--- src/rtl/aes_pkg.sv ---
// Shared types and constants for the AES round sequencer and its neighbours.
// The state encoding is shared so surrounding blocks can decode controller phases.
package aes_pkg;

    localparam int NR_AES128       = 10;
    localparam int NR_AES192       = 12;
    localparam int NR_AES256       = 14;
    localparam int KEY_RAM_LATENCY = 1;

    typedef enum logic [2:0] {
        ST_IDLE     = 3'd0,
        ST_WAIT_KEY = 3'd1,
        ST_PRE      = 3'd2,
        ST_INIT     = 3'd3,
        ST_ROUND    = 3'd4,
        ST_FINAL    = 3'd5,
        ST_DONE     = 3'd6
    } state_t;

    // A block counts as in progress from the key wait through the final round.
    function automatic logic state_busy(input state_t s);
        logic b;
        case (s)
            ST_WAIT_KEY, ST_PRE, ST_INIT, ST_ROUND, ST_FINAL: b = 1'b1;
            ST_IDLE, ST_DONE:                                 b = 1'b0;
            default:                                          b = 1'b0;
        endcase
        return b;
    endfunction

endpackage

--- src/rtl/aes_round_ctrl_if.sv ---
// Request / round-key / datapath-strobe bundle of the AES round sequencer.
// master drives requests and key readiness; slave is the sequencer itself.
interface aes_round_ctrl_if #(
    parameter int ADDR_W = 4
);
    logic              start;
    logic              round_key_rdy;
    logic [ADDR_W-1:0] round_key_addr;
    logic              ld_state;
    logic              round_en;
    logic              final_round;
    logic              busy;
    logic              done;
    logic              abort;

    modport master (
        output start, round_key_rdy,
        input  round_key_addr, ld_state, round_en, final_round, busy, done, abort
    );

    modport slave (
        input  start, round_key_rdy,
        output round_key_addr, ld_state, round_en, final_round, busy, done, abort
    );
endinterface

--- src/rtl/aes_round_ctrl.sv ---
// AES round sequencer: waits for a valid key schedule, then walks the round-key
// RAM one address ahead of use while strobing load, round and final-round steps.
module aes_round_ctrl
    import aes_pkg::*;
#(
    parameter int NR     = NR_AES128,
    parameter int ADDR_W = 4
) (
    input logic             Clk,
    input logic             Rst,
    input logic             En,
    aes_round_ctrl_if.slave bus
);

    localparam logic [ADDR_W-1:0] ADDR_ZERO = {ADDR_W{1'b0}};
    localparam logic [ADDR_W-1:0] ADDR_LEAD = ADDR_W'(KEY_RAM_LATENCY);
    localparam logic [ADDR_W-1:0] LAST_FULL = ADDR_W'(NR - 1);
    localparam logic [ADDR_W-1:0] LAST_KEY  = ADDR_W'(NR);

    state_t            state_r, state_s;
    logic [ADDR_W-1:0] cnt_r, cnt_s;
    logic [ADDR_W-1:0] addr_r, addr_s;
    logic              ld_r, ld_s;
    logic              rnd_r, rnd_s;
    logic              fin_r, fin_s;
    logic              busy_r, busy_s;
    logic              done_r, done_s;
    logic              abort_r, abort_s;

    // Next-state, counter, address and registered-strobe computation.
    always_comb begin
        state_s = state_r;
        cnt_s   = cnt_r;
        addr_s  = addr_r;
        ld_s    = 1'b0;
        rnd_s   = 1'b0;
        fin_s   = 1'b0;
        done_s  = 1'b0;
        abort_s = 1'b0;
        if (!En) begin
            // Stall: everything holds so the strobes reappear unchanged afterwards.
            ld_s    = ld_r;
            rnd_s   = rnd_r;
            fin_s   = fin_r;
            done_s  = done_r;
            abort_s = abort_r;
        end else begin
            case (state_r)
                ST_IDLE: begin
                    cnt_s  = ADDR_ZERO;
                    addr_s = ADDR_ZERO;
                    if (bus.start) begin
                        state_s = bus.round_key_rdy ? ST_PRE : ST_WAIT_KEY;
                    end else begin
                        state_s = ST_IDLE;
                    end
                end
                ST_WAIT_KEY: begin
                    if (bus.round_key_rdy) begin
                        state_s = ST_PRE;
                    end else begin
                        state_s = ST_WAIT_KEY;
                    end
                end
                ST_PRE: begin
                    state_s = ST_INIT;
                    cnt_s   = ADDR_ZERO;
                    addr_s  = ADDR_LEAD;
                    ld_s    = 1'b1;
                end
                ST_INIT: begin
                    state_s = ST_ROUND;
                    cnt_s   = ADDR_W'(1);
                    addr_s  = ADDR_W'(1) + ADDR_LEAD;
                    rnd_s   = 1'b1;
                end
                ST_ROUND: begin
                    rnd_s = 1'b1;
                    if (cnt_r == LAST_FULL) begin
                        state_s = ST_FINAL;
                        cnt_s   = LAST_KEY;
                        addr_s  = LAST_KEY;
                        fin_s   = 1'b1;
                    end else begin
                        state_s = ST_ROUND;
                        cnt_s   = cnt_r + ADDR_W'(1);
                        addr_s  = cnt_r + ADDR_W'(1) + ADDR_LEAD;
                    end
                end
                ST_FINAL: begin
                    state_s = ST_DONE;
                    cnt_s   = ADDR_ZERO;
                    addr_s  = ADDR_ZERO;
                    done_s  = 1'b1;
                end
                ST_DONE: begin
                    state_s = ST_IDLE;
                    cnt_s   = ADDR_ZERO;
                    addr_s  = ADDR_ZERO;
                end
                default: begin
                    state_s = ST_IDLE;
                    cnt_s   = ADDR_ZERO;
                    addr_s  = ADDR_ZERO;
                end
            endcase

            // Losing the key schedule mid-block cancels it; DONE is already committed.
            if (!bus.round_key_rdy &&
                (state_r inside {ST_PRE, ST_INIT, ST_ROUND, ST_FINAL})) begin
                state_s = ST_WAIT_KEY;
                cnt_s   = ADDR_ZERO;
                addr_s  = ADDR_ZERO;
                ld_s    = 1'b0;
                rnd_s   = 1'b0;
                fin_s   = 1'b0;
                done_s  = 1'b0;
                abort_s = 1'b1;
            end else begin
                abort_s = 1'b0;
            end
        end
        busy_s = state_busy(state_s);
    end

    // State, counter, address and output registers with synchronous active-low reset.
    always_ff @(posedge Clk) begin
        if (!Rst) begin
            state_r <= ST_IDLE;
            cnt_r   <= ADDR_ZERO;
            addr_r  <= ADDR_ZERO;
            ld_r    <= 1'b0;
            rnd_r   <= 1'b0;
            fin_r   <= 1'b0;
            busy_r  <= 1'b0;
            done_r  <= 1'b0;
            abort_r <= 1'b0;
        end else begin
            state_r <= state_s;
            cnt_r   <= cnt_s;
            addr_r  <= addr_s;
            ld_r    <= ld_s;
            rnd_r   <= rnd_s;
            fin_r   <= fin_s;
            busy_r  <= busy_s;
            done_r  <= done_s;
            abort_r <= abort_s;
        end
    end

    // Pulses are masked by the enable so a stalled cycle never advances the datapath.
    assign bus.round_key_addr = addr_r;
    assign bus.ld_state       = ld_r & En;
    assign bus.round_en       = rnd_r & En;
    assign bus.final_round    = fin_r & En;
    assign bus.done           = done_r & En;
    assign bus.abort          = abort_r & En;
    assign bus.busy           = busy_r;

endmodule

--- src/flat_wrapper.sv ---
// flat-port wrapper written by rule: the top's interface ports become plain ports
module aes_round_ctrl_flat import aes_pkg::*;
#(
    parameter int NR     = NR_AES128,
    parameter int ADDR_W = 4
)
  (Clk, Rst, En, bus_start, bus_round_key_rdy, bus_round_key_addr, bus_ld_state, bus_round_en, bus_final_round, bus_busy, bus_done, bus_abort);
  aes_round_ctrl_if #(.ADDR_W(ADDR_W)) bus_i ();
  input logic Clk;
  input logic Rst;
  input logic En;
  input wire logic [$bits(bus_i.start)-1:0] bus_start;
  input wire logic [$bits(bus_i.round_key_rdy)-1:0] bus_round_key_rdy;
  output wire logic [$bits(bus_i.round_key_addr)-1:0] bus_round_key_addr;
  output wire logic [$bits(bus_i.ld_state)-1:0] bus_ld_state;
  output wire logic [$bits(bus_i.round_en)-1:0] bus_round_en;
  output wire logic [$bits(bus_i.final_round)-1:0] bus_final_round;
  output wire logic [$bits(bus_i.busy)-1:0] bus_busy;
  output wire logic [$bits(bus_i.done)-1:0] bus_done;
  output wire logic [$bits(bus_i.abort)-1:0] bus_abort;
  assign bus_i.start = bus_start;
  assign bus_i.round_key_rdy = bus_round_key_rdy;
  assign bus_round_key_addr = bus_i.round_key_addr;
  assign bus_ld_state = bus_i.ld_state;
  assign bus_round_en = bus_i.round_en;
  assign bus_final_round = bus_i.final_round;
  assign bus_busy = bus_i.busy;
  assign bus_done = bus_i.done;
  assign bus_abort = bus_i.abort;
  aes_round_ctrl #(.NR(NR), .ADDR_W(ADDR_W)) u_core (.Clk(Clk), .Rst(Rst), .En(En), .bus(bus_i));
endmodule
--- config.mk ---
export PLATFORM = sky130hd
export DESIGN_NAME = aes_round_ctrl_flat
export DESIGN_NICKNAME = d
export VERILOG_FILES = /design/src/rtl/aes_pkg.sv /design/src/rtl/aes_round_ctrl_if.sv /design/src/rtl/aes_round_ctrl.sv /design/src/flat_wrapper.sv
export SDC_FILE = /design/constraint.sdc
export NUM_CORES = 1
export LEC_CHECK = 0
export ABC_AREA = 1
export BUFFER_PORTS_ARGS = -buffer_cell sky130_fd_sc_hd__buf_2
export CAP_MARGIN = 30
export CORE_MARGIN = 3
export CORE_UTILIZATION = 30
export DETAILED_ROUTE_END_ITERATION = 6
export PLACE_DENSITY = 0.47
export REMOVE_ABC_BUFFERS = 1
export SYNTH_ARGS = -nofsm -noshare
export SYNTH_HDL_FRONTEND = slang
export SYNTH_SLANG_ARGS = --single-unit
export TNS_END_PERCENT = 30
--- constraint.sdc ---
create_clock -name Clk -period 1.3 [get_ports Clk]
set_input_delay 0.39 -clock Clk [delete_from_list [all_inputs] [get_ports Clk]]
set_output_delay 0.39 -clock Clk [all_outputs]
set_load 0.05 [all_outputs]
==> run_results.csv, run 1 <==
group,metric,value,unit
synthesis,ys.flop_type,"dfxtp_1",
sta,setup-violations-final,0,
clocking,clock_sinks,17,
sta,finalCriticalPeriod,1.29,ns
power,power_leakage,0.686,nW
cells_and_area,drive_gt1_share,41.7,%
synthesis,synth_most_common_cell,"nand2_1",
synthesis,synth_top_area_share,34.1,%
floorplan,dieArea,4050,sq um
clocking,clkLatencyLatePin,0.29,ns
sta,relSlewSlack,81.3,%
clocking,cts_buffers,3,
route,drt-initial-drc-count,29,
floorplan,die_w,63.7,um
clocking,cts_root_buf,"clkbuf_4",
power,ir_worst_vdd,0.000359,V
sta,rsz0062_at_grt,"true",
synthesis,syn_area,997,sq um
placed_design,dp_cells,218,
clocking,clockBufferDepth,2,
floorplan,start_util,32.1,%
route,drt_first_pass_iters,4,
floorplan,core-area,3100,sq um
synthesis,yosys.area.top_type,"dfxtp_1",
critical_path,critPathLaunchType,"flop",
route,vias,998,
global_route,grt_usage,12.6,%
cells_and_area,antenna_cells,0,
sta,timing.hold.ws,0.334,ns
synthesis,synth_edf_count,0,
synthesis,synth.avg_cell_area,6.65,sq um
floorplan,pin_count,15,
clocking,cts.clk_slew.worst_paths,0.10,ns
sta,final.setup.tns,0,ns
clocking,cts_tree,"done",
hold_path,hold_path_class,"input pin to flop",
synthesis,synthCells,150,
global_route,grt_overflow,0,
synthesis,netlist_top_cells_area,"dfxtp_1 (34%), nand2_1 (18%), a21oi_1 (6.5%)",
critical_path,cp.arrival,0.90,ns
status,status,"finished, final reports clean",
placed_design,gp_congestion,0.816,
cells_and_area,num-fill-cells,345,
floorplan,die_y,63.7,um
sta,fin_skew,0.00826,ns
critical_path,path_class,"flop to output pin",
critical_path,cp-end-kind,"output pin",
sta,worst_pin_slew,0.280,ns
critical_path,worst-path-max-fanout,2,
global_route,antenna_found_initial,0,
sta,period_share,99.3,%
flow_run,max_cap_violations,0,
clocking,h-tree-depth,1,
route,wl_per_cell,10.7,um
synthesis,ys_types,27,
cells_and_area,fin_cells,224,
sta,fmax,775,MHz
synthesis,synth_commonest_cells,"nand2_1 (49), dfxtp_1 (17), inv_1 (16)",
synthesis,synthArstFlopShare,0,%
synthesis,ys_ff_latch,17,
route,drc,0,
synthesis,yosysWarnings,0,
power,p_per_area,729,nW/um^2
synthesis,synth-seq-area-share,34.1,%
route,vias_per_cell,4.46,
global_route,grt_max_degree,16,
critical_path,critPathRequiredTime,0.91,ns
floorplan,rows,20,
placed_design,dp_hpwl,1780,um
global_route,grt_pass1_vias,951,
cells_and_area,final_nets,189,
placed_design,io_buffers,14,
sta,finalHoldViolCount,0,
cells_and_area,syn_to_final_growth,37.3,%
route,antenna_left,0,
global_route,grt_first_pass_wirelength,4000,um
sta,maxSlewViolCount,0,
route,wl,2410,um
## routing by layer
layer,track usage (%),vias to the layer above,wire length [um],share of wire [%]
met2,23.5,15,1270,53
li1,-,527,-,-
met3,3.92,4,80,3.3
met1,13.1,452,1030,43
met5,0,-,0,0
met4,4.04,0,25,1.0
## cells in the final DEF, fill, tap and decap left out, types with 2 or more instances in the layout
cell type  Yosys  layout
clkbuf_4       0       4
dfxtp_2        0       7
nor2_1         8       7
buf_4          0      18
dfxtp_1       17       7
inv_2          5       7
dfxtp_4        0       3
nand3_2        2       3
nand3_1       12      11
a21oi_2        2       6
nand2_2        4       6
buf_2          1       5
nand2_1       49      47
a21oi_1       13       9
buf_6          0       6
nor2_2         3       4
inv_1         16      14
ha_4           0       2
## worst max-delay path: stages, from the launching register on
cell and delay [ns]:
dfxtp_2 0.34, nand2_1 0.05, inv_1 0.07, buf_6 0.15
## power breakdown
group / leakage (nW) / internal (mW) / switching, mW
registers: 0.143 / 0.528 / 0.0114
clock network: 0.0150 / 0.119 / 0.163
logic: 0.528 / 0.0652 / 0.110
total: 0.686 / 0.713 / 0.285
## cell families (layout without fill, tap and decap cells)
logic type / count (synthesis) / after routing / share of synthesized area (%)
buf+inv: 25 / 55 / 10.8
fa+ha+maj: 3 / 3 / 3.76
simple gates: 82 / 82 / 37.5
compound gates: 21 / 21 / 12.0
flops: 17 / 17 / 34.1
xor+xnor: 2 / 2 / 1.76
## through the flow
stage	total power [mW]	area, sq um	utilization, %	worst slack [ns]
6_report	0.998	1370	44.1	0.00943
5_1_grt	1.07	1370	44.1	-0.0685
4_1_cts	1.02	1280	41.4	-0.00758
3_5_place_dp	0.722	1200	38.6	-0.0385
3_3_place_gp	0.720	1200	38.6	-0.0277
2_1_floorplan	0.657	968	-	-0.00593
## registers in the layout (all words and copies together) (netlist names)
signal                     flops
u_core.ld_r                    1
u_core.done_r                  1
u_core.fin_r                   1
u_core.bus.busy                1
u_core.state_r                 3
u_core.abort_r                 1
u_core.bus.round_key_addr      4
u_core.cnt_r                   4
u_core.rnd_r                   1
## path summary, 6_finish.rpt
check | start | depth (start not counted) | to | slack, ns
hold / removal | Rst | 3 | u_core.bus.busy | 0.33
setup reg to reg | u_core.state_r[2] | 8 | u_core.bus.busy | 0.02
hold reg to reg | u_core.rnd_r | 2 | u_core.rnd_r | 0.47
setup / recovery | u_core.rnd_r | 3 | bus_round_en | 0.009
## repair_timing
| action | in CTS | in global routing |
|---|---|---|
| pin swaps | 0 | 5 |
| setup buffers | 1 | 1 |
| hold buffers | 0 | 0 |
| endpoints found under the setup margin | 16 | 21 |
| resized for setup | 20 | 24 |
## layout make-up
type / instances / area [sq um] / share of cell area (%)
inverters: 21 / 78.8 / 5.76
well taps: 44 / 55.1 / 4.02
multi-input cells: 108 / 613 / 44.8
repair buffers: 30 / 235 / 17.2
flip-flops and latches: 17 / 360 / 26.3
clock buffers: 4 / 26.3 / 1.92
Power figures use the tool's default switching activity.
==> inputs of run 2 (changes only) <==
Settings changed: MAX_ROUTING_LAYER set to met4.
==> run_results.csv, run 2 (same netlist as run 1, synthesis figures left out) <==
group,metric,value,unit
status,status,"finished, final reports clean",
global_route,grt_overflow,0,
sta,relSlewSlack,80.6,%
route,wl_per_cell,10.8,um
cells_and_area,syn_to_final_growth,37.3,%
critical_path,path_class,"flop to output pin",
floorplan,core-area,3100,sq um
sta,maxSlewViolCount,0,
cells_and_area,num-fill-cells,345,
critical_path,critPathRequiredTime,0.91,ns
sta,period_share,99.1,%
global_route,grt_first_pass_wirelength,3990,um
cells_and_area,fin_area,1370,sq um
placed_design,place_area,1200,sq um
critical_path,cp_slowest_stage_delay,0.34,ns
sta,rsz0062_at_grt,"true",
power,p_per_area,729,nW/um^2
sta,fin_skew,0.00840,ns
route,vias,1010,
critical_path,critPathLaunchType,"flop",
route,drt_first_pass_iters,4,
cells_and_area,register_area,360,sq um
floorplan,die_y,63.7,um
clocking,cts_buffers,3,
cells_and_area,antenna_cells,0,
critical_path,reg2reg_slack,0.01,ns
clocking,holdBufCountCts,0,
floorplan,rows,20,
cells_and_area,drive_gt1_share,41.7,%
clocking,clockBufferDepth,2,
sta,finalHoldViolCount,0,
cells_and_area,layout_commonest_cell,"nand2_1",
clocking,clock_sinks,17,
cells_and_area,multiInputGateArea,613,sq um
global_route,antenna_found_initial,0,
floorplan,start_util,32.1,%
clocking,clkLatencyLatePin,0.29,ns
clocking,cts_root_buf,"clkbuf_4",
placed_design,io_buffers,14,
placed_design,dp_hpwl,1780,um
critical_path,worstPathCellList,"nand2_1 > inv_1 > buf_6",
sta,fmax,776,MHz
floorplan,dieArea,4050,sq um
critical_path,cp-end-kind,"output pin",
route,drc,0,
sta,worst_pin_slew,0.291,ns
sta,finalCriticalPeriod,1.29,ns
placed_design,gp_congestion,0.828,
power,power_leakage,0.686,nW
route,antenna_left,0,
clocking,cts_tree,"done",
critical_path,cp.arrival,0.90,ns
critical_path,worst-path-max-fanout,2,
route,vias_per_cell,4.51,
cells_and_area,final_cell_mix,"nand2_1 (47), buf_4 (18), inv_1 (14)",
clocking,cts.clk_slew.worst_paths,0.10,ns
global_route,grt_max_degree,16,
sta,setup-violations-final,0,
flow_run,max_cap_violations,0,
route,wl,2420,um
floorplan,die_w,63.7,um
sta,final.setup.tns,0,ns
global_route,grt_usage,12.9,%
route,drt-initial-drc-count,35,
floorplan,pin_count,15,
cells_and_area,final_nets,189,
clocking,h-tree-depth,1,
hold_path,hold_path_class,"input pin to flop",
power,ir_worst_vdd,0.000359,V
global_route,grt_pass1_vias,950,
critical_path,crit_slowest_cell,"dfxtp_2",
sta,timing.hold.ws,0.335,ns
==> run 2: worst max-delay path, delay by kind of cell, from the launching register on <==
family        cells  cell delay (ns)
flops             1             0.34
simple gates      1             0.05
buf+inv           2             0.22
==> run 2: repair_timing <==
item | 4_1_cts | 5_1_grt
gates resized for setup | 20 | 24
setup endpoints to repair | 16 | 21
pin swaps | 0 | 5
buffers inserted | 1 | 1
==> run 2: where the power goes <==
group / internal (mW) / switching [mW] / total [mW]
Combinational: 0.0652 / 0.111 / 0.176
Clock: 0.119 / 0.163 / 0.282
Sequential: 0.528 / 0.0114 / 0.540
Total: 0.713 / 0.285 / 0.998
==> run 2: path summary, 6_finish.rpt <==
path                                         from              end  depth (start not counted)
worst min-delay path                          Rst  u_core.bus.busy                          3
worst max-delay path                 u_core.rnd_r     bus_round_en                          3
worst min register to register       u_core.rnd_r     u_core.rnd_r                          2
worst max register to register  u_core.state_r[2]  u_core.bus.busy                          8
==> run 2: cell type report <==
cell class | count | share of cell area [%]
inverters | 21 | 5.76
well taps | 44 | 4.02
multi-input cells | 108 | 44.8
flip-flops and latches | 17 | 26.3
clock buffers | 4 | 1.92
repair buffers | 30 | 17.2
==> run 2: per-layer routing <==
layer  track usage, %  wire (um)  vias to the layer above
met5                -          0                        -
met4             4.04         25                        0
met3             3.92         82                        4
met2             23.5       1260                       13
met1             13.1       1040                      465
li1                 -          -                      528
==> run 2: metrics by stage <==
step                      instances  util, %  setup WS [ns]  total power, mW
after floorplan                 146        -       -0.00593            0.657
after global placement          218     38.6        -0.0277            0.720
after detailed placement        218     38.6        -0.0385            0.722
after CTS                       223     41.4       -0.00758             1.02
after global routing            224     44.1        -0.0685             1.07
final                           224     44.1         0.0113            0.998
==> inputs of run 3 (changes only) <==
Settings changed: PLACE_DENSITY 0.47 to 0.45.
Clock period 1.3 ns to 1.25 ns, I/O delays scaled along.
==> run_results.csv, run 3 (same netlist as run 1, synthesis figures left out) <==
group,metric,value,unit
cells_and_area,final_nets,197,
critical_path,rr_startpoint,"u_core.cnt_r[1]",
clocking,cts_buffers,3,
route,wl,2430,um
clocking,holdBufCountCts,0,
cells_and_area,layout_commonest_cell,"nand2_1",
clocking,clkLatencyLatePin,0.30,ns
cells_and_area,drive_gt1_share,48.4,%
placed_design,gp_congestion,0.872,
global_route,grt_max_degree,16,
clocking,cts_root_buf,"clkbuf_4",
hold_path,whs_path_depth,3,
hold_path,hold_path_class,"input pin to flop",
critical_path,critPathRequiredTime,1.48,ns
power,ir_worst_vdd,0.000365,V
sta,finalHoldViolCount,0,
sta,setup-violations-final,8,
cells_and_area,register_area,362,sq um
critical_path,cp-end-kind,"flop",
critical_path,cp.arrival,1.52,ns
global_route,grt_overflow,0,
sta,fin_skew,0.00722,ns
cells_and_area,syn_to_final_growth,46.7,%
route,vias_per_cell,4.49,
route,wl_per_cell,10.5,um
critical_path,reg2reg_to,"u_core.cnt_r[0]",
global_route,antenna_found_initial,0,
sta,relSlewSlack,85.6,%
sta,worst_pin_slew,0.214,ns
floorplan,core-area,3100,sq um
hold_path,min-delay-start,"Rst",
global_route,grt_pass1_vias,985,
cells_and_area,num-fill-cells,328,
clocking,clock_sinks,17,
placed_design,io_buffers,14,
sta,period_share,103,%
floorplan,start_util,32.1,%
status,violations,"setup timing",
sta,rsz0062_at_grt,"true",
clocking,h-tree-depth,1,
route,drt-initial-drc-count,51,
floorplan,die_y,63.7,um
floorplan,die_w,63.7,um
floorplan,dieArea,4050,sq um
clocking,cts_tree,"done",
global_route,grt_first_pass_wirelength,4170,um
floorplan,pin_count,15,
cells_and_area,multiInputGateArea,623,sq um
critical_path,reg2reg_slack,-0.04,ns
route,antenna_left,0,
critical_path,ff2ff_path_depth,8,
route,vias,1041,
sta,worst_slack,-0.0409,ns
critical_path,path_class,"flop to flop",
power,power_leakage,0.732,nW
cells_and_area,fin_util,47.1,%
hold_path,min_to,"u_core.bus.busy",
critical_path,critPathLaunchType,"flop",
floorplan,rows,20,
route,drt_first_pass_iters,4,
cells_and_area,antenna_cells,0,
sta,fmax,775,MHz
global_route,grt_usage,13.1,%
sta,maxSlewViolCount,0,
placed_design,dp_hpwl,1790,um
clocking,cts.clk_slew.worst_paths,0.11,ns
route,drc,0,
power,p_per_area,727,nW/um^2
critical_path,worst-path-max-fanout,4,
power,power,1.06,mW
flow_run,max_cap_violations,0,
clocking,clockBufferDepth,2,
cells_and_area,final_cell_mix,"nand2_1 (46), buf_4 (25), inv_1 (12)",
status,status,"complete, but fails checks",
sta,finalCriticalPeriod,1.29,ns
-- run 3: cell types whose count changed in the layout (fill, tap and decap cells not counted), sizes merged --
cell / delta
buf: +9
clkinv: +1
clkbuf: -2
-- run 3: area by class of cell --
cell class	instances	share of cell area (%)
multi-input cells	108	42.6
flip-flops and latches	17	24.7
repair buffers	38	21.6
inverters	21	5.39
well taps	44	3.76
clock buffers	3	1.54
clock inverters	1	0.342
-- run 3: worst max path at each step --
| stage | start | end | cells after the start |
|---|---|---|---|
| after floorplan | u_core.cnt_r[0] | u_core.bus.busy | 9 |
| after global placement | u_core.state_r[2] | u_core.cnt_r[0] | 8 |
| after detailed placement | En | u_core.bus.round_key_addr[0] | 8 |
| after CTS | u_core.done_r | bus_done | 3 |
| after global routing | u_core.cnt_r[1] | u_core.bus.busy | 10 |
| final | u_core.cnt_r[1] | u_core.cnt_r[0] | 8 |
-- run 3: worst max-delay path: stages, from the launching register on --
cell	delay (ns)
dfxtp_2	0.35
inv_2	0.04
ha_4	0.14
nand3b_1	0.16
buf_4	0.15
nand2_2	0.06
o21ai_1	0.12
nand3_1	0.10
a21oi_2	0.12
-- run 3: layer usage --
metal / share of wire [%] / track usage, % / vias to the layer above
met4: 0.49 / 2.43 / 0
met5: 0 / - / -
met1: 43 / 15.4 / 474
li1: - / - / 548
met2: 53 / 22.2 / 15
met3: 4.2 / 3.92 / 4
-- run 3: metrics by stage --
| stage | hold slack [ns] | area (sq um) | cells | setup TNS [ns] | setup slack (ns) |
|---|---|---|---|---|---|
| 3_5_place_dp | 0.452 | 1230 | 222 | -0.589 | -0.0749 |
| 6_report | 0.303 | 1460 | 232 | -0.172 | -0.0409 |
| 2_1_floorplan | 0.445 | 968 | 146 | -0.107 | -0.0559 |
| 3_3_place_gp | 0.451 | 1230 | 222 | -0.466 | -0.0603 |
| 4_1_cts | 0.304 | 1340 | 228 | -0.216 | -0.0459 |
| 5_1_grt | 0.289 | 1460 | 232 | -1.41 | -0.110 |
-- run 3: repair_timing --
| action | 4_1_cts | 5_1_grt |
|---|---|---|
| pin swaps | 5 | 7 |
| gates cloned | 0 | 0 |
| resized for setup | 28 | 29 |
| buffers inserted | 2 | 4 |
| endpoints found under the setup margin | 24 | 25 |
| hold endpoints to repair | 0 | 0 |
-- run 3: report_power, final --
group / switching, mW / internal, mW
Combinational: 0.117 / 0.0774
Sequential: 0.0126 / 0.550
Clock: 0.187 / 0.119
Total: 0.317 / 0.746
